File: config.mk
export PLATFORM = sky130hd
export DESIGN_NAME = key_event_conditioner
export DESIGN_NICKNAME = d
export VERILOG_FILES = /design/src/rtl/timer_pkg.sv /design/src/rtl/key_debounce_channel.sv /design/src/rtl/key_event_conditioner.sv
export SDC_FILE = /design/constraint.sdc
export NUM_CORES = 1
export LEC_CHECK = 0
export CAP_MARGIN = 30
export CORE_ASPECT_RATIO = 1.5
export CORE_UTILIZATION = 43
export CTS_CLUSTER_DIAMETER = 100
export DETAILED_ROUTE_END_ITERATION = 16
export DONT_BUFFER_PORTS = 1
export GPL_TIMING_DRIVEN = 0
export SYNTH_ARGS = -nofsm -noshare
export SYNTH_HDL_FRONTEND = slang
export SYNTH_SLANG_ARGS = --single-unit
File: constraint.sdc
create_clock -name clk -period 2.4 [get_ports clk]
set_input_delay 0.24 -clock clk [delete_from_list [all_inputs] [get_ports clk]]
set_output_delay 0.24 -clock clk [all_outputs]
set_load 0.05 [all_outputs]
File: src/rtl/timer_pkg.sv
// ---------------------------------------------------------------------------
// timer_pkg
// Shared constants for the egg-timer control path.
//   KEY_RESET / KEY_SET / KEY_RUN : index of each pushbutton in the key vectors
//   DEBOUNCE_CYCLES_DEFAULT       : 10 ms debounce window at 50 MHz
//   DEBOUNCE_CYCLES_SIM           : short window used in simulation
// ---------------------------------------------------------------------------
package timer_pkg;

   localparam int KEY_RESET = 0;
   localparam int KEY_SET   = 1;
   localparam int KEY_RUN   = 2;

   localparam int DEBOUNCE_CYCLES_DEFAULT = 500000;
   localparam int DEBOUNCE_CYCLES_SIM     = 4;

endpackage : timer_pkg

File: src/rtl/key_debounce_channel.sv
// ---------------------------------------------------------------------------
// key_debounce_channel
// One pushbutton: 2-flop synchroniser, stability counter, debounced level and
// one-cycle press/release pulses.
//   clk           : clock, rising edge
//   reset_n       : asynchronous active-low reset
//   key_n         : raw asynchronous key pin, active-low
//   pressed       : debounced level, 1 = held
//   press_pulse   : 1-cycle pulse when a press is accepted
//   release_pulse : 1-cycle pulse when a release is accepted
// ---------------------------------------------------------------------------
module key_debounce_channel #(
   parameter int DEBOUNCE_CYCLES = 500000,
   parameter int CNT_W           = 19
) (
   input  logic clk,
   input  logic reset_n,
   input  logic key_n,
   output logic pressed,
   output logic press_pulse,
   output logic release_pulse
);

   logic             sync1_q, sync1_d;
   logic             sync2_q, sync2_d;
   logic [CNT_W-1:0] cnt_q, cnt_d;
   logic             pressed_q, pressed_d;
   logic             press_pulse_q, press_pulse_d;
   logic             release_pulse_q, release_pulse_d;
   logic             raw;

   assign raw = ~sync2_q;

   // NOTE: every always_comb output gets a default first so no path leaves it
   // unassigned; a missing default would infer a latch.
   always_comb begin
      sync1_d         = key_n;
      sync2_d         = sync1_q;
      cnt_d           = '0;
      pressed_d       = pressed_q;
      press_pulse_d   = 1'b0;
      release_pulse_d = 1'b0;

      // Counter only runs while the synchronised level disagrees with the
      // accepted level; any agreeing cycle restarts it. It is cleared on
      // acceptance, so it tops out at DEBOUNCE_CYCLES-1 and never wraps.
      if (raw != pressed_q) begin
         if (cnt_q == CNT_W'(DEBOUNCE_CYCLES - 1)) begin
            pressed_d       = raw;
            press_pulse_d   = raw;
            release_pulse_d = ~raw;
         end else begin
            cnt_d = cnt_q + CNT_W'(1);
         end
      end
   end

   // NOTE: sequential state uses non-blocking assignments so every flop
   // samples the pre-edge values, independent of statement order.
   // Synchroniser resets to 1 (released) so no spurious press follows reset.
   always_ff @(posedge clk or negedge reset_n) begin
      if (!reset_n) begin
         sync1_q         <= 1'b1;
         sync2_q         <= 1'b1;
         cnt_q           <= '0;
         pressed_q       <= 1'b0;
         press_pulse_q   <= 1'b0;
         release_pulse_q <= 1'b0;
      end else begin
         sync1_q         <= sync1_d;
         sync2_q         <= sync2_d;
         cnt_q           <= cnt_d;
         pressed_q       <= pressed_d;
         press_pulse_q   <= press_pulse_d;
         release_pulse_q <= release_pulse_d;
      end
   end

   assign pressed       = pressed_q;
   assign press_pulse   = press_pulse_q;
   assign release_pulse = release_pulse_q;

endmodule : key_debounce_channel

File: src/rtl/key_event_conditioner.sv
// ---------------------------------------------------------------------------
// key_event_conditioner
// Front end for the egg-timer pushbuttons: one debounce channel per key plus
// gated toggle bits consumed by the StateMachine.
//   clk           : CLOCK_50 domain clock, rising edge
//   reset_n       : asynchronous active-low reset
//   key_n         : raw KEY pins, active-low, asynchronous
//   toggle_enable : per key, 1 = an accepted press flips toggle[i]
//   toggle_clear  : synchronous clear of all toggle bits (wins over presses)
//   pressed       : debounced levels, active-high
//   press_pulse   : 1-cycle pulses on accepted presses
//   release_pulse : 1-cycle pulses on accepted releases
//   toggle        : toggle state per key
// ---------------------------------------------------------------------------
module key_event_conditioner
   import timer_pkg::*;
#(
   parameter int NUM_KEYS        = 3,
   parameter int DEBOUNCE_CYCLES = DEBOUNCE_CYCLES_DEFAULT,
   parameter int CNT_W           = 19
) (
   input  logic                clk,
   input  logic                reset_n,
   input  logic [NUM_KEYS-1:0] key_n,
   input  logic [NUM_KEYS-1:0] toggle_enable,
   input  logic                toggle_clear,
   output logic [NUM_KEYS-1:0] pressed,
   output logic [NUM_KEYS-1:0] press_pulse,
   output logic [NUM_KEYS-1:0] release_pulse,
   output logic [NUM_KEYS-1:0] toggle
);

   logic [NUM_KEYS-1:0] toggle_q, toggle_d;

   for (genvar i = 0; i < NUM_KEYS; i++) begin : g_key
      key_debounce_channel #(
         .DEBOUNCE_CYCLES (DEBOUNCE_CYCLES),
         .CNT_W           (CNT_W)
      ) u_chan (
         .clk           (clk),
         .reset_n       (reset_n),
         .key_n         (key_n[i]),
         .pressed       (pressed[i]),
         .press_pulse   (press_pulse[i]),
         .release_pulse (release_pulse[i])
      );
   end

   // Enable is only looked at in the pulse cycle: a press while disabled is
   // dropped. Clear overrides a coincident press.
   always_comb begin
      toggle_d = toggle_q;
      if (toggle_clear) begin
         toggle_d = '0;
      end else begin
         toggle_d = toggle_q ^ (press_pulse & toggle_enable);
      end
   end

   always_ff @(posedge clk or negedge reset_n) begin
      if (!reset_n) begin
         toggle_q <= '0;
      end else begin
         toggle_q <= toggle_d;
      end
   end

   assign toggle = toggle_q;

endmodule : key_event_conditioner

==> results.md, run 1 <==
- Tightest slew margin relative to the limit: between 50% and 60%
- Layout Skew: 0.00504 ns
- Max clock buf depth: 2
- Count of inserted antenna diode cells: 0
- Initial core utilization: between 40% and 50%
- Setup CP Type: reg -> reg
- Actual slew at the worst max-slew pin: 0.609 ns
- Total of fill cells in the finished design: 710
- Share of async-settable or async-resettable flops after synthesis: 100%
- Global-route wire length before repair: between 10,000 and 15,000 um
- Critical-path maximum fanout: 9
- Number of storage elements in the synthesis netlist: 75
- Insertion delay of the later-clocked pin in the worst-skew pair: 0.33 ns
- Synthesized cell area: ~0.0035 mm2
- Portion of synthesized cell area occupied by the leading cell type: around 49%
- Multi-input gate area: ~0.0015 mm2
- Standard-cell rows: 40
- Most common library cells after synthesis: 69 x sky130_fd_sc_hd__dfrtp_1, 48 x sky130_fd_sc_hd__nor2_1, 32 x sky130_fd_sc_hd__xnor2_1, 21 x sky130_fd_sc_hd__nand2_1, 17 x sky130_fd_sc_hd__nand3_1
- Syn avg cell area: about 10 um2
- Initial detailed-routing violation count: around 140
- Worst vdd rail ir drop: between 0.0003 and 0.0004 V
- Power density normalized to cell area: ~680 mW/mm2
- Placed wire-length estimate: ~4200 um
- Pwr Total: between 2000 and 3000 uW
- Setup Fix Bufs, Post-CTS: 0
- Fraction of the yosys area taken by sequential cells: 53.5%
- Setup tns final: 0 ns
- Number of enable-type register cells in the synthesized netlist: 0
- Hold WC Path Type: in -> reg
- Net count reported at finish: around 370
- Placeable core region: 0.00796 mm2
- Synth warnings: 0
- Via/cell ratio: ~5.2
- Most numerous cell in the Yosys netlist: sky130_fd_sc_hd__dfrtp_1
- Number of H-tree levels: 3
- Number of antenna violations at the first check in global routing: 0
- Final hold violation count: 0
- Floorplan die area: 0.00857 mm2
- Ratio of cells with drive above 1 in the final layout: 12.3%
- Kind of launch point of the worst setup path: register
- Final period utilization: between 90% and 100%
- Clock transition time at the flip-flop clock pins of the worst setup and hold paths: around 0.06 ns
- TritonCTS clock tree: done
- CP Data Required Time: around 2.7 ns
- Input/output buffers: 0
- Leakage: roughly 0.0016 uW
- DRC: 0
- Total wire length after detailed routing: ~6400 um
- Growth of design area from synthesis to finish: 15.4%
- Total setup violations reported at the end of the flow: 0
- Maximum number of pins on one net before global-route repair: between 70 and 80
- Number of clock buffers inserted by TritonCTS: 9
- Routed length per placed instance: 13.5 um
- Global route overflow: 0
- Primary FF master, synth: sky130_fd_sc_hd__dfrtp_1
- Chip Width: 75.9 um
- Number of global-route vias before repair: 2,419
- Synthesized Nets: 355
- Area used by sequential logic in the layout: approximately 0.0019 mm2
- Vertical die dimension: 113 um
- Overall Global Routing Usage: between 15 and 20%
- Detail Route Antenna Nets: 0
- Fmax: between 400 and 500 MHz
- I/O pins: 21
- Max-capacitance violation count: 0
- Final critical path time including I/O delays and setup: ~2.2 ns
- Critical Path Sink Type: register
- Outcome: complete, no violations
- Root Driver: sky130_fd_sc_hd__clkbuf_16
- Arrival time reported for the critical path endpoint: between 2 and 2.5 ns
- Sinks on the clock net: 75
- Cell count after synthesis: between 300 and 400
- Setup repair after global routing missed its margin: false
- Number of max-slew violations in the final report: 0
- Largest area contributor in the synthesized netlist: sky130_fd_sc_hd__dfrtp_1
- Leading post-synthesis cells by cell area: sky130_fd_sc_hd__dfrtp_1 49%, sky130_fd_sc_hd__xnor2_1 8.0%, sky130_fd_sc_hd__nor2_1 5.1%, sky130_fd_sc_hd__dfstp_2 4.5%, sky130_fd_sc_hd__xor2_1 2.7%
- Reg2Reg Setup Slack: between 0.2 and 0.25 ns
- Length of the first detailed-routing pass in iterations: 4
- Count of unique library cells instantiated by Yosys: 37
- Detailed-route via count: 2,455
- Routability-driven placement congestion ratio: 0.815
[per-stage QoR]
step / setup slack [ns] / hold WS, ns / util, % / std cells / cell area [um2]
floorplan: 0.457 / -0.0556 / - / 343 / 3520
global placement: 0.0720 / -0.0540 / 45.9 / 448 / 3660
detailed placement: 0.0522 / -0.0541 / 45.9 / 448 / 3660
CTS: 0.0535 / 0.114 / 50.9 / 470 / 4050
global route: 0.0456 / 0.157 / 51.1 / 470 / 4070
finish: 0.228 / 0.137 / 51.1 / 470 / 4070
[final timing paths]
check,start,endpoint,depth (start not counted)
max in group asynchronous,reset_n,g_key[2].u_chan.sync2_q,2
max reg2reg,g_key[2].u_chan.cnt_q[0],g_key[2].u_chan.cnt_q[18],5
min in group asynchronous,reset_n,g_key[0].u_chan.cnt_q[16],2
min,toggle_enable[1],toggle[1],3
max,g_key[2].u_chan.cnt_q[0],g_key[2].u_chan.cnt_q[18],5
min reg2reg,g_key[2].u_chan.sync1_q,g_key[2].u_chan.sync2_q,0
[power breakdown]
| part | internal, uW | total (uW) | switching (uW) |
|---|---|---|---|
| registers | 1290 | 1300 | 17.1 |
| clock network | 885 | 1380 | 495 |
| logic | 28.6 | 84.1 | 55.4 |
[repair_timing]
action / in CTS / in global routing
endpoints found under the setup margin: 0 / 13
gates resized for setup: 0 / 4
hold buffers: 6 / 0
endpoints found under the hold margin: 81 / 0
[flip-flops by register name, summed over array words and instances, names as in the netlist]
| register | cells |
|---|---|
| g_key.u_chan.sync2_q | 3 |
| g_key.u_chan.sync1_q | 3 |
| g_key.u_chan.pressed | 3 |
| g_key.u_chan.cnt_q | 57 |
| g_key.u_chan.release_pulse | 3 |
| g_key.u_chan.press_pulse | 3 |
| toggle | 3 |
[cell type report]
cell class / count / share of cell area, %
flip-flops and latches: 75 / 46.3
multi-input cells: 239 / 37.2
clock buffers: 12 / 6.55
well taps: 105 / 3.23
plain buffers: 14 / 2.22
repair buffers: 6 / 1.91
inverters: 15 / 1.38
clock inverters: 4 / 1.17
[worst max-delay path, cell delays in order, from the launching register on]
cell and delay [ns]:
sky130_fd_sc_hd__dfrtp_1 0.40, sky130_fd_sc_hd__ha_1 0.20, sky130_fd_sc_hd__nand3_1 0.34, sky130_fd_sc_hd__or4_1 0.68, sky130_fd_sc_hd__or3_1 0.32, sky130_fd_sc_hd__a21oi_1 0.15
[routing by layer]
layer	share of wire [%]	track usage (%)
met1	46	19.8
met2	49	27.4
met5	0	0
met4	2.5	9.36
met3	2.8	3.87
[cell families (layout without fill, tap and decap cells)]
group / count (synthesis) / in the layout / synth area share (%)
compound gates: 31 / 31 / 6.00
xor+xnor: 43 / 43 / 10.7
fa+ha+maj: 3 / 3 / 1.07
buf+inv: 29 / 51 / 4.12
flops: 75 / 75 / 53.5
mux: 3 / 3 / 0.852
simple gates: 159 / 159 / 23.8
[layout by cell type, fill, tap and decap left out, types with 4 or more instances in the layout]
cell,netlist,layout
sky130_fd_sc_hd__nor3b_1,4,4
sky130_fd_sc_hd__nor3_1,8,8
sky130_fd_sc_hd__nor2_1,48,48
sky130_fd_sc_hd__xnor2_1,32,32
sky130_fd_sc_hd__dlygate4sd3_1,0,5
sky130_fd_sc_hd__or3_1,8,8
sky130_fd_sc_hd__or4_1,8,8
sky130_fd_sc_hd__dfstp_2,6,6
sky130_fd_sc_hd__nand3_1,17,17
sky130_fd_sc_hd__nor4_1,13,13
sky130_fd_sc_hd__inv_1,15,15
sky130_fd_sc_hd__o21ai_0,7,7
sky130_fd_sc_hd__clkbuf_16,0,9
sky130_fd_sc_hd__dfrtp_1,69,69
sky130_fd_sc_hd__o31ai_1,6,6
sky130_fd_sc_hd__xor2_1,11,11
sky130_fd_sc_hd__a21oi_1,14,14
sky130_fd_sc_hd__buf_4,9,9
sky130_fd_sc_hd__nand4_1,10,10
sky130_fd_sc_hd__nand2_1,21,21
(Power assumes the default switching activity.)
==> run 2: changes to the inputs <==
--- a/config.mk
+++ b/config.mk
@@ -12,6 +12,8 @@
 export DETAILED_ROUTE_END_ITERATION = 16
 export DONT_BUFFER_PORTS = 1
 export GPL_TIMING_DRIVEN = 0
+export RECOVER_POWER = 50
+export SLEW_MARGIN = 30
 export SYNTH_ARGS = -nofsm -noshare
 export SYNTH_HDL_FRONTEND = slang
 export SYNTH_SLANG_ARGS = --single-unit
==> run 2 against run 1 <==
  * The flow now finishes with violations (max-capacitance violations, max-slew violations)
  * First-iteration DRC count increased by 2.8%
  * Sequential cell count stayed put
  * Non-clock buffer count did not move
  * Count of clock-buffer cells in the layout did not move
  * Clock power about the same
  * Routed wire length about the same
  * Die area is the same
  * Largest cell class unchanged
==> results.md, run 2 (synthesis results as in run 1) <==
- Count of inserted antenna diode cells: 0 (unchanged)
- Arrival time reported for the critical path endpoint: 2.43 ns (about the same)
- Initial detailed-routing violation count: 148 (+2.8%)
- Actual slew at the worst max-slew pin: 1.60 ns (+0.987 ns)
- Number of max-slew violations in the final report: 76 (+76)
- Setup repair after global routing missed its margin: false
- Setup tns final: 0 ns (unchanged)
- Routed length per placed instance: 13.5 um (about the same)
- Layout Skew: 0.00567 ns (+0.000633 ns)
- Length of the first detailed-routing pass in iterations: 4 (unchanged)
- Final worst setup slack: 0.227 ns (-0.000754 ns)
- Floorplan die area: 0.00857 mm2 (unchanged)
- Placement Setup Slack: 0.0522 ns (unchanged)
- Max clock buf depth: 2 (unchanged)
- Number of antenna violations at the first check in global routing: 0 (unchanged)
- Standard-cell rows: 40 (unchanged)
- Highest cell delay on the worst timing path: 0.68 ns (about the same)
- Growth of design area from synthesis to finish: 14.7%
- Setup CP Type: reg -> reg
- I/O pins: 21 (unchanged)
- Chip Width: 75.9 um (unchanged)
- TritonCTS clock tree: done
- Worst vdd rail ir drop: 0.000350 V (-0.83%)
- Vertical die dimension: 113 um (unchanged)
- Clock transition time at the flip-flop clock pins of the worst setup and hold paths: 0.06 ns (about the same)
- Tightest slew margin relative to the limit: -6.38% (-65 points)
- Maximum number of pins on one net before global-route repair: 76 (unchanged)
- Power density normalized to cell area: 683 mW/mm2 (+0.35%)
- Critical-path maximum fanout: 9 (unchanged)
- Leakage: 0.00161 uW (-0.54%)
- Area used by sequential logic in the layout: 0.00188 mm2 (unchanged)
- Final critical path time including I/O delays and setup: 2.17 ns (+0.000754 ns)
- DRC: 0 (unchanged)
- Detail Route Antenna Nets: 0 (unchanged)
- Core utilization of the finished layout: 50.8% (-0.28 points)
- Hold WC Path Type: in -> reg
- Placed insts: 448 (unchanged)
- Ratio of cells with drive above 1 in the final layout: 12.3% (unchanged)
- Via/cell ratio: 5.25 (+0.53%)
- Fmax: 460 MHz (about the same)
- Insertion delay of the later-clocked pin in the worst-skew pair: 0.33 ns (about the same)
- Final period utilization: 90.5% (about the same)
- Total wire length after detailed routing: 6360 um (about the same)
- Detailed-route via count: 2,468 (+0.53%)
- Final hold violation count: 0 (unchanged)
- Total setup violations reported at the end of the flow: 0 (unchanged)
- Global route overflow: 0 (unchanged)
- Total of fill cells in the finished design: 713 (+0.42%)
- Multi-input gate area: 0.00151 mm2 (unchanged)
- Hold slack: 0.135 ns (-0.00126 ns)
- Placed wire-length estimate: 4220 um (unchanged)
- Number of flip-flops in the largest register: 57 (unchanged)
- Critical Path Sink Type: register
- Biggest register: g_key.u_chan.cnt_q
- Kind of launch point of the worst setup path: register
- Number of clock buffers inserted by TritonCTS: 9 (unchanged)
- Max-capacitance violation count: 1 (+1)
- Global-route wire length before repair: 11,100 um (unchanged)
- Setup Fix Bufs, Post-CTS: 0 (unchanged)
- Routability-driven placement congestion ratio: 0.815 (unchanged)
- Outcome: finished with violations
- Overall Global Routing Usage: 16.5% (unchanged)
- Placeable core region: 0.00796 mm2 (unchanged)
- Input/output buffers: 0 (unchanged)
- Root Driver: sky130_fd_sc_hd__clkbuf_16
- Final std cells w/o fill: 470 (unchanged)
- Critical-path cell list: ha_1, nand3_1, or4_1, or3_1, a21oi_1
- Number of global-route vias before repair: 2,419 (unchanged)
- Sinks on the clock net: 75 (unchanged)
- Number of H-tree levels: 3 (unchanged)
- Leading cell type in the layout, fill and taps excluded: sky130_fd_sc_hd__dfrtp_1
- Initial core utilization: 44.3% (unchanged)
- Most frequent cells in the layout: 69 x sky130_fd_sc_hd__dfrtp_1, 48 x sky130_fd_sc_hd__nor2_1, 32 x sky130_fd_sc_hd__xnor2_1, 21 x sky130_fd_sc_hd__nand2_1, 17 x sky130_fd_sc_hd__nand3_1
- Violations in the final reports: max-capacitance violations, max-slew violations
- Cell with the biggest individual delay on the critical path: sky130_fd_sc_hd__or4_1
- Net count reported at finish: 372 (unchanged)
- CP Data Required Time: 2.66 ns (about the same)
run 2: changes by cell type in the layout (fill, tap and decap cells not counted):
cell                     previous run  this run
sky130_fd_sc_hd__buf_2              2         3
sky130_fd_sc_hd__buf_16             1         0
run 2: layout make-up:
cell class | instances | share of cell area, %
Inverter | 15 | 1.39
Sequential cell | 75 | 46.6
Buffer | 14 | 2.23
Tap cell | 105 | 3.25
Clock inverter | 4 | 1.18
Clock buffer | 12 | 6.59
Multi-Input combinational cell | 239 | 37.4
Timing Repair Buffer | 6 | 1.36
run 2: routing by layer:
layer / vias up / wire [um] / global-route usage (%)
met5: - / 0 / 0
met4: 0 / 174 / 9.36
met3: 14 / 177 / 3.87
met2: 37 / 3110 / 27.4
met1: 1195 / 2900 / 19.8
li1: 1222 / - / -
run 2: what timing repair did:
action / in CTS / in global routing
hold buffers: 6 / 0
resized for setup: 0 / 4
hold endpoints to repair: 81 / 0
endpoints found under the setup margin: 0 / 13
run 2: stage by stage:
step	area [um2]	total power [uW]
2_1_floorplan	3520	1360
3_3_place_gp	3660	1370
3_5_place_dp	3660	1370
4_1_cts	4050	2810
5_1_grt	4040	2880
6_report	4040	2760
run 2: power breakdown:
group          switching [uW]  internal (uW)
registers                17.0           1290
clock network             494            885
logic                    54.6           24.5
total                     566           2200
run 2: worst paths after layout:
kind	start	end	slack, ns	cells after the start
setup / recovery	g_key[2].u_chan.cnt_q[0]	g_key[2].u_chan.cnt_q[18]	0.23	5
hold / removal	toggle_enable[1]	toggle[1]	0.14	3
setup reg to reg	g_key[2].u_chan.cnt_q[0]	g_key[2].u_chan.cnt_q[18]	0.23	5
hold reg to reg	g_key[2].u_chan.sync1_q	g_key[2].u_chan.sync2_q	0.36	0
max in group asynchronous	reset_n	g_key[2].u_chan.cnt_q[0]	0.57	2
min in group asynchronous	reset_n	g_key[0].u_chan.cnt_q[10]	0.87	2
run 2: worst max-delay path: cells and delay by family (launching register included):
kind / cells / cell delay, ns
AOI/OAI and AO/OA: 1 / 0.15
adders and majority gates: 1 / 0.20
DFF: 1 / 0.40
and+or+nand+nor: 3 / 1.35
